## src/rtl/instr_queue_pkg.sv

```systemverilog
// Shared types for the fetch-to-dispatch instruction queue.
// Combinational only: types and constants, no state.
// No flow control of its own.
package instr_queue_pkg;

  typedef logic [31:0] word_t;
  typedef logic [13:0] pc_t;

  // One queued fetch result: instruction word, its PC and the predicted next PC.
  typedef struct packed {
    word_t instr;
    pc_t   PC;
    pc_t   nPC;
  } iq_entry_t;

  localparam int IQ_DEPTH_DEFAULT = 8;
  localparam int IQ_SKID_DEFAULT  = 2;

endpackage

```

## src/rtl/instr_queue_if.sv

```systemverilog
// Fetch-side and dispatch-side signal bundle of the instruction queue.
// No logic; the slave modport is the queue, the master modport its environment.
// Backpressure: fetch_stall toward fetch, dispatch_ready from the consumer.
interface instr_queue_if #(
  parameter int DEPTH = 8
) ();
  import instr_queue_pkg::*;

  localparam int LOG_DEPTH = $clog2(DEPTH);

  // fetch side
  logic  fetch_ivalid;
  word_t fetch_instr;
  pc_t   fetch_PC;
  pc_t   fetch_nPC;
  logic  fetch_stall;

  // pipeline redirect
  logic  flush;

  // dispatch side
  logic  dispatch_valid;
  logic  dispatch_ready;
  word_t dispatch_instr;
  pc_t   dispatch_PC;
  pc_t   dispatch_nPC;

  // status
  logic [LOG_DEPTH:0] count;
  logic               overflow_err;

  modport master (
    output fetch_ivalid, fetch_instr, fetch_PC, fetch_nPC, flush, dispatch_ready,
    input  fetch_stall, dispatch_valid, dispatch_instr, dispatch_PC, dispatch_nPC,
    input  count, overflow_err
  );

  modport slave (
    input  fetch_ivalid, fetch_instr, fetch_PC, fetch_nPC, flush, dispatch_ready,
    output fetch_stall, dispatch_valid, dispatch_instr, dispatch_PC, dispatch_nPC,
    output count, overflow_err
  );

endinterface

```

## src/rtl/instr_queue.sv

```systemverilog
// Decoupling FIFO between fetch and decode/dispatch, flushed on a resolved redirect.
// Latency: an enqueued entry is visible at dispatch one cycle later (no bypass).
// Backpressure: fetch_stall raised at DEPTH-SKID entries so in-flight fetches still land.
module instr_queue
  import instr_queue_pkg::*;
#(
  parameter int DEPTH = IQ_DEPTH_DEFAULT,
  parameter int SKID  = IQ_SKID_DEFAULT
) (
  input logic         CLK,
  input logic         RST,
  instr_queue_if.slave iq
);

  localparam int LOG_DEPTH = $clog2(DEPTH);

  typedef logic [LOG_DEPTH:0]   ptr_t;
  typedef logic [LOG_DEPTH-1:0] idx_t;

  localparam ptr_t PTR_ONE  = ptr_t'(1);
  localparam ptr_t STALL_AT = ptr_t'(DEPTH - SKID);

  // Parameter sanity at elaboration time.
  if (DEPTH < 4 || (DEPTH & (DEPTH - 1)) != 0) begin : g_bad_depth
    $error("instr_queue: DEPTH must be a power of two and at least 4");
  end
  if (SKID >= DEPTH) begin : g_bad_skid
    $error("instr_queue: SKID must be smaller than DEPTH");
  end

  ptr_t      rd_ptr_q, rd_ptr_d;
  ptr_t      wr_ptr_q, wr_ptr_d;
  ptr_t      count_q,  count_d;
  logic      ovf_q,    ovf_d;
  iq_entry_t mem_q [DEPTH];

  logic      empty;
  logic      full;
  logic      deq;
  logic      enq;
  logic      drop;
  iq_entry_t wr_entry;
  iq_entry_t head;

  // The extra pointer MSB separates the full case from the empty case.
  assign empty = (rd_ptr_q == wr_ptr_q);
  assign full  = (rd_ptr_q[LOG_DEPTH-1:0] == wr_ptr_q[LOG_DEPTH-1:0]) &&
                 (rd_ptr_q[LOG_DEPTH] != wr_ptr_q[LOG_DEPTH]);

  // A flush cancels both the dispatch handshake and the wrong-path fetch.
  assign deq  = ~empty & iq.dispatch_ready & ~iq.flush;
  assign enq  = iq.fetch_ivalid & ~iq.flush & (~full | deq);
  assign drop = iq.fetch_ivalid & ~iq.flush & full & ~deq;

  assign wr_entry = '{instr: iq.fetch_instr, PC: iq.fetch_PC, nPC: iq.fetch_nPC};
  assign head     = mem_q[idx_t'(rd_ptr_q[LOG_DEPTH-1:0])];

  assign iq.dispatch_valid = ~empty;
  assign iq.dispatch_instr = head.instr;
  assign iq.dispatch_PC    = head.PC;
  assign iq.dispatch_nPC   = head.nPC;
  assign iq.count          = count_q;
  assign iq.overflow_err   = ovf_q;

  // Stall from the registered occupancy so fetch sees it early enough to
  // cover its registered icache read enable plus the response in flight.
  assign iq.fetch_stall = (count_q >= STALL_AT);

  // Next-state for pointers, occupancy and the sticky overflow flag.
  always_comb begin
    rd_ptr_d = rd_ptr_q;
    wr_ptr_d = wr_ptr_q;
    count_d  = count_q;
    ovf_d    = ovf_q | drop;
    if (iq.flush) begin
      rd_ptr_d = wr_ptr_q;
      count_d  = '0;
    end else begin
      if (deq) begin
        rd_ptr_d = rd_ptr_q + PTR_ONE;
      end
      if (enq) begin
        wr_ptr_d = wr_ptr_q + PTR_ONE;
      end
      count_d = count_q + (enq ? PTR_ONE : '0) - (deq ? PTR_ONE : '0);
    end
  end

  // Control state register with synchronous reset.
  always_ff @(posedge CLK) begin
    if (RST) begin
      rd_ptr_q <= '0;
      wr_ptr_q <= '0;
      count_q  <= '0;
      ovf_q    <= 1'b0;
    end else begin
      rd_ptr_q <= rd_ptr_d;
      wr_ptr_q <= wr_ptr_d;
      count_q  <= count_d;
      ovf_q    <= ovf_d;
    end
  end

  // Entry storage; contents are meaningless until written, so no reset.
  always_ff @(posedge CLK) begin
    if (!RST && enq) begin
      mem_q[idx_t'(wr_ptr_q[LOG_DEPTH-1:0])] <= wr_entry;
    end
  end

endmodule

```

## src/flat_wrapper.sv

```systemverilog
// flat-port wrapper written by rule: the top's interface ports become plain ports
module instr_queue_flat import instr_queue_pkg::*;
#(
  parameter int DEPTH = IQ_DEPTH_DEFAULT,
  parameter int SKID  = IQ_SKID_DEFAULT
)
  (CLK, RST, iq_fetch_ivalid, iq_fetch_instr, iq_fetch_PC, iq_fetch_nPC, iq_flush, iq_dispatch_ready, iq_fetch_stall, iq_dispatch_valid, iq_dispatch_instr, iq_dispatch_PC, iq_dispatch_nPC, iq_count, iq_overflow_err);
  instr_queue_if #(.DEPTH(DEPTH)) iq_i ();
  input logic CLK;
  input logic RST;
  input wire logic [$bits(iq_i.fetch_ivalid)-1:0] iq_fetch_ivalid;
  input wire logic [$bits(iq_i.fetch_instr)-1:0] iq_fetch_instr;
  input wire logic [$bits(iq_i.fetch_PC)-1:0] iq_fetch_PC;
  input wire logic [$bits(iq_i.fetch_nPC)-1:0] iq_fetch_nPC;
  input wire logic [$bits(iq_i.flush)-1:0] iq_flush;
  input wire logic [$bits(iq_i.dispatch_ready)-1:0] iq_dispatch_ready;
  output wire logic [$bits(iq_i.fetch_stall)-1:0] iq_fetch_stall;
  output wire logic [$bits(iq_i.dispatch_valid)-1:0] iq_dispatch_valid;
  output wire logic [$bits(iq_i.dispatch_instr)-1:0] iq_dispatch_instr;
  output wire logic [$bits(iq_i.dispatch_PC)-1:0] iq_dispatch_PC;
  output wire logic [$bits(iq_i.dispatch_nPC)-1:0] iq_dispatch_nPC;
  output wire logic [$bits(iq_i.count)-1:0] iq_count;
  output wire logic [$bits(iq_i.overflow_err)-1:0] iq_overflow_err;
  assign iq_i.fetch_ivalid = iq_fetch_ivalid;
  assign iq_i.fetch_instr = iq_fetch_instr;
  assign iq_i.fetch_PC = iq_fetch_PC;
  assign iq_i.fetch_nPC = iq_fetch_nPC;
  assign iq_i.flush = iq_flush;
  assign iq_i.dispatch_ready = iq_dispatch_ready;
  assign iq_fetch_stall = iq_i.fetch_stall;
  assign iq_dispatch_valid = iq_i.dispatch_valid;
  assign iq_dispatch_instr = iq_i.dispatch_instr;
  assign iq_dispatch_PC = iq_i.dispatch_PC;
  assign iq_dispatch_nPC = iq_i.dispatch_nPC;
  assign iq_count = iq_i.count;
  assign iq_overflow_err = iq_i.overflow_err;
  instr_queue #(.DEPTH(DEPTH), .SKID(SKID)) u_core (.CLK(CLK), .RST(RST), .iq(iq_i));
endmodule
```

## config.mk

```make
export PLATFORM = sky130hd
export DESIGN_NAME = instr_queue_flat
export DESIGN_NICKNAME = d
export VERILOG_FILES = /design/src/rtl/instr_queue_pkg.sv /design/src/rtl/instr_queue_if.sv /design/src/rtl/instr_queue.sv /design/src/flat_wrapper.sv
export SDC_FILE = /design/constraint.sdc
export NUM_CORES = 1
export LEC_CHECK = 0
export ABC_AREA = 1
export CORE_ASPECT_RATIO = 1.5
export CORE_MARGIN = 1.5
export CORE_UTILIZATION = 28
export DETAILED_ROUTE_END_ITERATION = 10
export GPL_TIMING_DRIVEN = 0
export PLACE_DENSITY = 0.41
export RECOVER_POWER = 25
export SLEW_MARGIN = 20
export SYNTH_ARGS = -nofsm -noshare
export SYNTH_HDL_FRONTEND = slang
export SYNTH_SLANG_ARGS = --single-unit
```

## constraint.sdc

```tcl
create_clock -name CLK -period 5.72 [get_ports CLK]
set_clock_uncertainty 0.2 [all_clocks]
set_input_delay 0.858 -clock CLK [delete_from_list [all_inputs] [get_ports CLK]]
set_output_delay 0.858 -clock CLK [all_outputs]
set_load 0.05 [all_outputs]
```

# Word-level counts from Yosys, hierarchy flattened

Memory sizes are Yosys's and may differ from the RTL's. A register that Yosys moved wholly into a read port is not among the register bits.
Index checks and enable logic that the tools add are counted.
Widths: inputs -> output; s select.

Output and inout port bits: 67
Bits in writable memories: 480
Memory bits (read-only): 0
Input port bits: 65
Register bits after elaboration: 13
Word-level logic and storage cells: 39
Memories kept: 1
Latch bits: 0

Memory list:

| name         | words | width | rd ports | clocked after memory_dff | wr ports | RTL line          | source |
|---|---|---|---|---|---|---|---|
| u_core.mem_q | 8     | 60    | 1        | 1                        | 1        | instr_queue.sv:35 | `iq_entry_t mem_q [DEPTH];` |

Div/mod/pow operators: 0
Bitwise logic cells: 12
Muxes and demuxes: 8
Magnitude comparators: 1
$mul: 0
Reductions and logical operators: 6
Add/subtract/negate cells: 4
Shift-type cells: 0
Equality and inequality tests: 3

Operator list:

| kind                | count |
|---|---|
| $add 4x1->4 const B | 2 |
| $mux 4              | 2 |
| $and 1x1->1         | 6 |
| $mux 3              | 2 |
| $add 4x4->4         | 1 |
| $eq 4x4->1          | 1 |
| $ge 4x3->1 const B  | 1 |
| $mux 1              | 4 |
| $not 1->1           | 4 |
| $sub 4x4->4         | 1 |
| $eq 3x3->1          | 1 |
| $logic_and 1x1->1   | 2 |
| $or 1x1->1          | 2 |
| $reduce_and 2->1    | 1 |
| $reduce_bool 2->1   | 1 |
| $reduce_or 2->1     | 1 |
| $logic_not 1->1     | 1 |
| $ne 1x1->1          | 1 |

# Logic depth before layout (Yosys ltp)

Gate-level depths: netlist of run 1.

Depth after elaboration: 9
Gate-level depth with buffers: 15
Gate-level depth less buffers: 15

# Worst setup path after synthesis of run 1

No wires, ideal clock.

Kind: input -> register
Start point: in iq_flush
End point: mem u_core.mem_q[0][0] (netlist name) (enable)
Data arrival time: 4.145 ns
Path slack: 0.897 ns
Stages on the path: 6
Required time: 5.042 ns
Buffers on the path: 1
Library setup time: 0.478 ns
Cell sequence: clkbuf_1 -> nor2_1 -> nand2_1 -> inv_1 -> nand2_2 -> nor2_1

Word-level cells in the longest chain between the ends: 7
Elaborated cells between the ends (all ways): 8
Classes of those cells: 2 x mux; 5 x bitwise; 1 x reduce/logical

RTL lines:

| element                        | RTL line                             | source |
|---|---|---|
| start: declaration             | flat_wrapper.sv:15                   | `input wire logic [$bits(iq_i.flush)-1:0] iq_flush;` |
| $not 1->1 *                    | instr_queue.sv:51, instr_queue.sv:52 |  |
| $and 1x1->1                    | instr_queue.sv:51                    | `assign deq = ~empty & iq.dispatch_ready & ~iq.flush;` |
| $or 1x1->1                     | instr_queue.sv:52                    | `assign enq = iq.fetch_ivalid & ~iq.flush & (~full \| deq);` |
| $and 1x1->1 *                  | instr_queue.sv:52                    |  |
| $logic_and 1x1->1 *            | instr_queue.sv:106                   | `if (!RST && enq) begin` |
| $mux 1 *                       | instr_queue.sv:106                   |  |
| $mux 1 (not written as such) * | instr_queue.sv:107                   | `mem_q[idx_t'(wr_ptr_q[LOG_DEPTH-1:0])] <= wr_entry;` |
| end: declaration               | instr_queue.sv:35                    |  |

Every way passes the cells marked *; elsewhere a longest branch is shown, timed or not.

==> flow_summary.ini, run 1 <==
[floorplanning]
die_area_um2 = 71300
ioPinCount = 132
core_area_um2 = 68900
die_x_um = 218
start_util_pct = 28.3
die_h_um = 326
rows = 118

[logic_synthesis]
synth_top_family_by_area = simple AND/OR/NAND/NOR gates
yosysSeqAreaShare_pct = 75.6
syn-instance-count = 1484
synth_edf_count = 480
synth-xor-area-share_pct = 0.314
ys_seq_elements = 496
synth.area.top_cells = edfxtp_1, nor2_1, o32ai_1, nand2_1, o21ai_0
synth_cell_types = 25
syn_area_um2 = 19500
synth_compound_area_share_pct = 8.89
synth_nets = 1557
synth-simple-area-share_pct = 11.8
synthMuxAreaShare_pct = 0
syn_area_per_cell_um2 = 13.1
synth_flop_cell = edfxtp_1
async_flop_share_pct = 0
synth-warning-count = 0
synth_top_area_share_pct = 73.9
synth_fa_ha_area_share_pct = 0.552
synth_top_cell_by_area = edfxtp_1

[timing]
min_period_over_period_pct = 81.5
rsz0062_at_grt = false
relSlewSlack_pct = 50.2
hold_slack_ns = 0.276
setup_ws_ns = 1.06
worstMarginPinSlew_ns = 0.747
final-setup-viol-count = 0
fin_crit_ns = 4.66
final_max_slew_viol_count = 0
max_freq_mhz = 214
hold_viol = 0

[worst_setup_path]
crit_slowest_cell = clkdlybuf4s50_1
cpPeakStageDelay_ns = 0.79
crit_chain = clkbuf_1 > clkinv_1 > clkbuf_1 > nand2_1 > nand2_1 > clkdlybuf4s50_1
worstPathMaxFanout = 10
required_ns = 4.66
critPathBufInv = 4
cp_data_arrival_time_ns = 3.61
cp-end-kind = primary output
cp_top_family = buffers and inverters
start_kind = flop
crit_type = reg2out

[final_layout]
syn_to_final_growth_pct = 23.9
layout_commonest_cell = edfxtp_1
fill_cells = 6694
register_area_um2 = 14700
layout.nets = 1765
multiInputGateArea_um2 = 4260
drive_gt1_share_pct = 8.88
mostFrequentLayoutCells = edfxtp_1, nor2_1, nand2_1, o21ai_0, o32ai_1
stdcell_count = 2636

[placed_design]
io_buffers = 129
pre_cts_slack_ns = 1.72
hpwlAfterDp_mm = 37.1
gp_congestion = 0.741
placed_cells = 2538

[clock_tree]
clockBufferDepth = 3
post_cts_buffers = 0
clkLatencyLatePin_ns = 0.59
htreeDepth = 2
cts_buffers = 52
ctsResizeCount = 0
clock-sinks = 496
clk_pin_slew_ns = 0.06
ctsRootBufferMaster = clkbuf_16
cts_tree = yes
holdBufCountCts = 0

[detailed_routing]
vias = 12400
detail_route.drc_violations = 0
via_per_inst = 4.72
drt_pass1_iterations = 5
drt_iter0_drc = 834
finalWirelength_mm = 57.6
avgRoutedWirePerCell_um = 21.8
ant_nets = 0

[hold_path]
hp-class = reg2reg

[pwr]
powerDensity_nw_per_um2 = 338
max-vdd-ir-drop_mv = 0.214
leakagePower_nw = 7.98

[global_routing]
first_global_vias = 13000
grt_max_degree = 20
grt_use_total_pct = 16.2
antenna_found_initial = 7
grt_first_pass_wirelength_mm = 85.0
grt-ovfl-total = 0

[status]
status = complete, no violations

[run]
cap_violations = 0
flip-flops by register name, indices dropped and copies added (netlist names), named ones only:
signal                  flops
u_core.iq.count             4
u_core.iq.overflow_err      1
u_core.mem_q              480
u_core.rd_ptr_q             4
u_core.wr_ptr_q             4
per-layer routing:
layer / track usage, % / vias up / part of all wire, % / wire, µm
met4: 4.44 / 8 / 2.1 / 1200
met3: 3.41 / 86 / 5.8 / 3350
li1: - / 5839 / - / -
met2: 29.1 / 352 / 52 / 29700
met1: 19.5 / 6156 / 40 / 23200
met5: 0 / - / 0.097 / 56
kinds of logic (layout without fill, tap and decap cells):
logic type | after synthesis | after routing
xor+xnor | 7 | 7
other cells | 0 | 2
compound gates | 254 | 254
simple gates | 605 | 605
buf+inv | 114 | 364
fa+ha+maj | 8 | 8
flops | 496 | 496
where the power goes:
group | total [mW] | switching (mW) | leakage [nW] | internal [mW]
combinational | 0.934 | 0.644 | 2.74 | 0.290
clock | 3.20 | 1.40 | 0.787 | 1.80
sequential | 4.03 | 0.0142 | 4.45 | 4.01
total | 8.16 | 2.06 | 7.98 | 6.10
cell usage after synthesis, types with 3 or more instances:
library cell  number
buf_6             12
xnor2_1            3
buf_1              4
dfxtp_1           16
a21oi_1            8
nor2_1           382
o32ai_1          120
ha_1               7
xor2_1             4
nand3_1           11
clkbuf_1          50
inv_1             17
edfxtp_1         480
o21ai_0          124
nand2_1          208
buf_2             27
tightest hold or removal path, delay by kind of cell (launching register included):
| kind | cells | cell delay [ns] |
|---|---|---|
| AO/OA/AOI/OAI | 1 | 0.04 |
| AND/OR/NAND/NOR | 1 | 0.07 |
| flip-flops | 1 | 0.33 |
metrics by stage:
stage	setup TNS (ns)	total power, mW	utilization (%)	instance area, µm²
after floorplan	0	4.65	-	19500
after global placement	-1214.80	5.04	31.8	21900
after detailed placement	0	5.06	32.7	22600
after CTS	0	8.29	35.0	24200
after global routing	0	8.46	35.0	24200
final	0	8.16	35.0	24200
final timing paths:
path,endpoint,startpoint,cells after the start,slack (ns)
setup / recovery,iq_dispatch_nPC[0],flop,6,1.06
hold / removal,u_core.iq.overflow_err,u_core.iq.overflow_err,2,0.28
setup reg to reg,u_core.mem_q[6][43],u_core.wr_ptr_q[1],10,2.79
hold reg to reg,u_core.iq.overflow_err,u_core.iq.overflow_err,2,0.28
cell type report:
type                    count  area share [%]
multi-input cells         874            17.6
clock buffers              70            5.92
flip-flops and latches    496            61.0
diodes                      2          0.0207
well taps                 900            4.66
repair buffers            154            7.76
inverters                  20           0.311
clock inverters            26           0.673
plain buffers              94            2.02
No activity file was read; power rests on OpenSTA's default activity.
==> inputs of run 2 (changes only) <==
--- a/config.mk
+++ b/config.mk
@@ -11,7 +11,7 @@
 export CORE_UTILIZATION = 28
 export DETAILED_ROUTE_END_ITERATION = 10
 export GPL_TIMING_DRIVEN = 0
-export PLACE_DENSITY = 0.41
+export PLACE_DENSITY = 0.42
 export RECOVER_POWER = 25
 export SLEW_MARGIN = 20
 export SYNTH_ARGS = -nofsm -noshare
==> constraint.sdc (replaced) <==
create_clock -name CLK -period 3.8 [get_ports CLK]
set_clock_uncertainty 0.2 [all_clocks]
set_input_delay 0.57 -clock CLK [delete_from_list [all_inputs] [get_ports CLK]]
set_output_delay 0.57 -clock CLK [all_outputs]
set_load 0.05 [all_outputs]
==> flow_summary.ini, run 2 (synthesis gave the netlist of run 1 again) <==
[status]
status = complete, no violations

[final_layout]
syn_to_final_growth_pct = 24.5
largest_reg_flops = 480
layout.nets = 1766
utilization_pct = 35.2
layout_commonest_cell = edfxtp_1
stdcell_count = 2634
drive_gt1_share_pct = 12.6
mostFrequentLayoutCells = edfxtp_1, nor2_1, nand2_1, o21ai_0, o32ai_1
fill_cells = 6722

[worst_setup_path]
reg2reg_slack_ns = 0.93
worstPathMaxFanout = 10
crit_type = reg2out
cp-end-kind = primary output
start_kind = flop
cp_data_arrival_time_ns = 2.87
required_ns = 3.03

[hold_path]
hp-class = in2reg

[timing]
fin_crit_ns = 3.64
final-setup-viol-count = 0
tns_ns = 0
hold_viol = 0
final_max_slew_viol_count = 0
max_freq_mhz = 275
min_period_over_period_pct = 95.7
rsz0062_at_grt = false
relSlewSlack_pct = 51.8
worstMarginPinSlew_ns = 0.723

[placed_design]
io_buffers = 129
placed_cells = 2540
gp_congestion = 0.748
hpwlAfterDp_mm = 37.4

[pwr]
powerDensity_nw_per_um2 = 520
finalPower_mw = 12.6
max-vdd-ir-drop_mv = 0.300
leakagePower_nw = 8.16

[floorplanning]
start_util_pct = 28.3
die_area_um2 = 71300
ioPinCount = 132
die_x_um = 218
core_area_um2 = 68900
rows = 118
die_h_um = 326

[detailed_routing]
detail_route.drc_violations = 0
drt_iter0_drc = 773
ant_nets = 0
vias = 12400
drt_pass1_iterations = 5
avgRoutedWirePerCell_um = 21.6
finalWirelength_mm = 56.9
via_per_inst = 4.71

[clock_tree]
cts_tree = yes
cts_buffers = 52
clk_pin_slew_ns = 0.06
clock-sinks = 496
holdBufCountCts = 0
clockBufferDepth = 3
clkLatencyLatePin_ns = 0.58
ctsRootBufferMaster = clkbuf_16
htreeDepth = 2

[global_routing]
grt-ovfl-total = 0
antenna_found_initial = 7
grt_use_total_pct = 16.0
first_global_vias = 13000
grt_first_pass_wirelength_mm = 84.0
grt_max_degree = 20

[run]
cap_violations = 0
[run 2: what timing repair did]
action / in CTS / in global routing
pin swaps: 0 / 0
endpoints found under the setup margin: 60 / 40
buffers inserted: 0 / 0
gates cloned: 0 / 0
gates resized for setup: 120 / 70
[run 2: layout make-up]
type / count / area [µm²] / share of cell area, %
Antenna cell: 1 / 2.50 / 0.0103
Sequential cell: 496 / 14700 / 60.7
Clock buffer: 61 / 1370 / 5.63
Clock inverter: 33 / 363 / 1.49
Timing Repair Buffer: 156 / 1850 / 7.61
Inverter: 20 / 76.3 / 0.314
Tap cell: 900 / 1130 / 4.64
Buffer: 93 / 505 / 2.08
Multi-Input combinational cell: 874 / 4260 / 17.5
[run 2: per-layer routing]
| layer | GRT usage [%] | share of wire (%) | wire length (µm) |
|---|---|---|---|
| met1 | 19.1 | 41 | 23100 |
| met2 | 28.9 | 52 | 29600 |
| met3 | 3.02 | 4.9 | 2790 |
| met4 | 4.74 | 2.5 | 1430 |
| met5 | 0 | 0.053 | 30 |
[run 2: where the power goes]
part           internal (mW)  switching [mW]
Combinational          0.386           0.964
Sequential              6.04          0.0206
Clock                   3.10            2.13
[run 2: worst paths after layout]
kind | start | end | cells after the start
worst min register to register | u_core.iq.overflow_err | u_core.iq.overflow_err | 2
worst min-delay path | RST | u_core.iq.overflow_err | 2
worst max-delay path | flop | iq_dispatch_PC[2] | 9
worst max register to register | u_core.wr_ptr_q[1] | u_core.mem_q[3][48] | 8
[run 2: through the flow]
step / hold slack [ns] / worst slack, ns / cell area, µm²
2_1_floorplan: 0.288 / -0.735 / 19500
3_3_place_gp: 0.264 / -4.38 / 21900
3_5_place_dp: 0.268 / 0.0678 / 22600
4_1_cts: 0.165 / -0.0316 / 24400
5_1_grt: 0.207 / 0.00106 / 24300
6_report: 0.194 / 0.164 / 24300
[run 2: worst max-delay path, cell delays in order (launching register included)]
cell             delay [ns]
dfxtp_2                0.40
buf_6                  0.20
inv_2                  0.12
buf_2                  0.31
buf_2                  0.34
nor2_1                 0.07
o32ai_1                0.12
nand2_1                0.08
nand2_1                0.11
clkdlybuf4s15_1        0.52
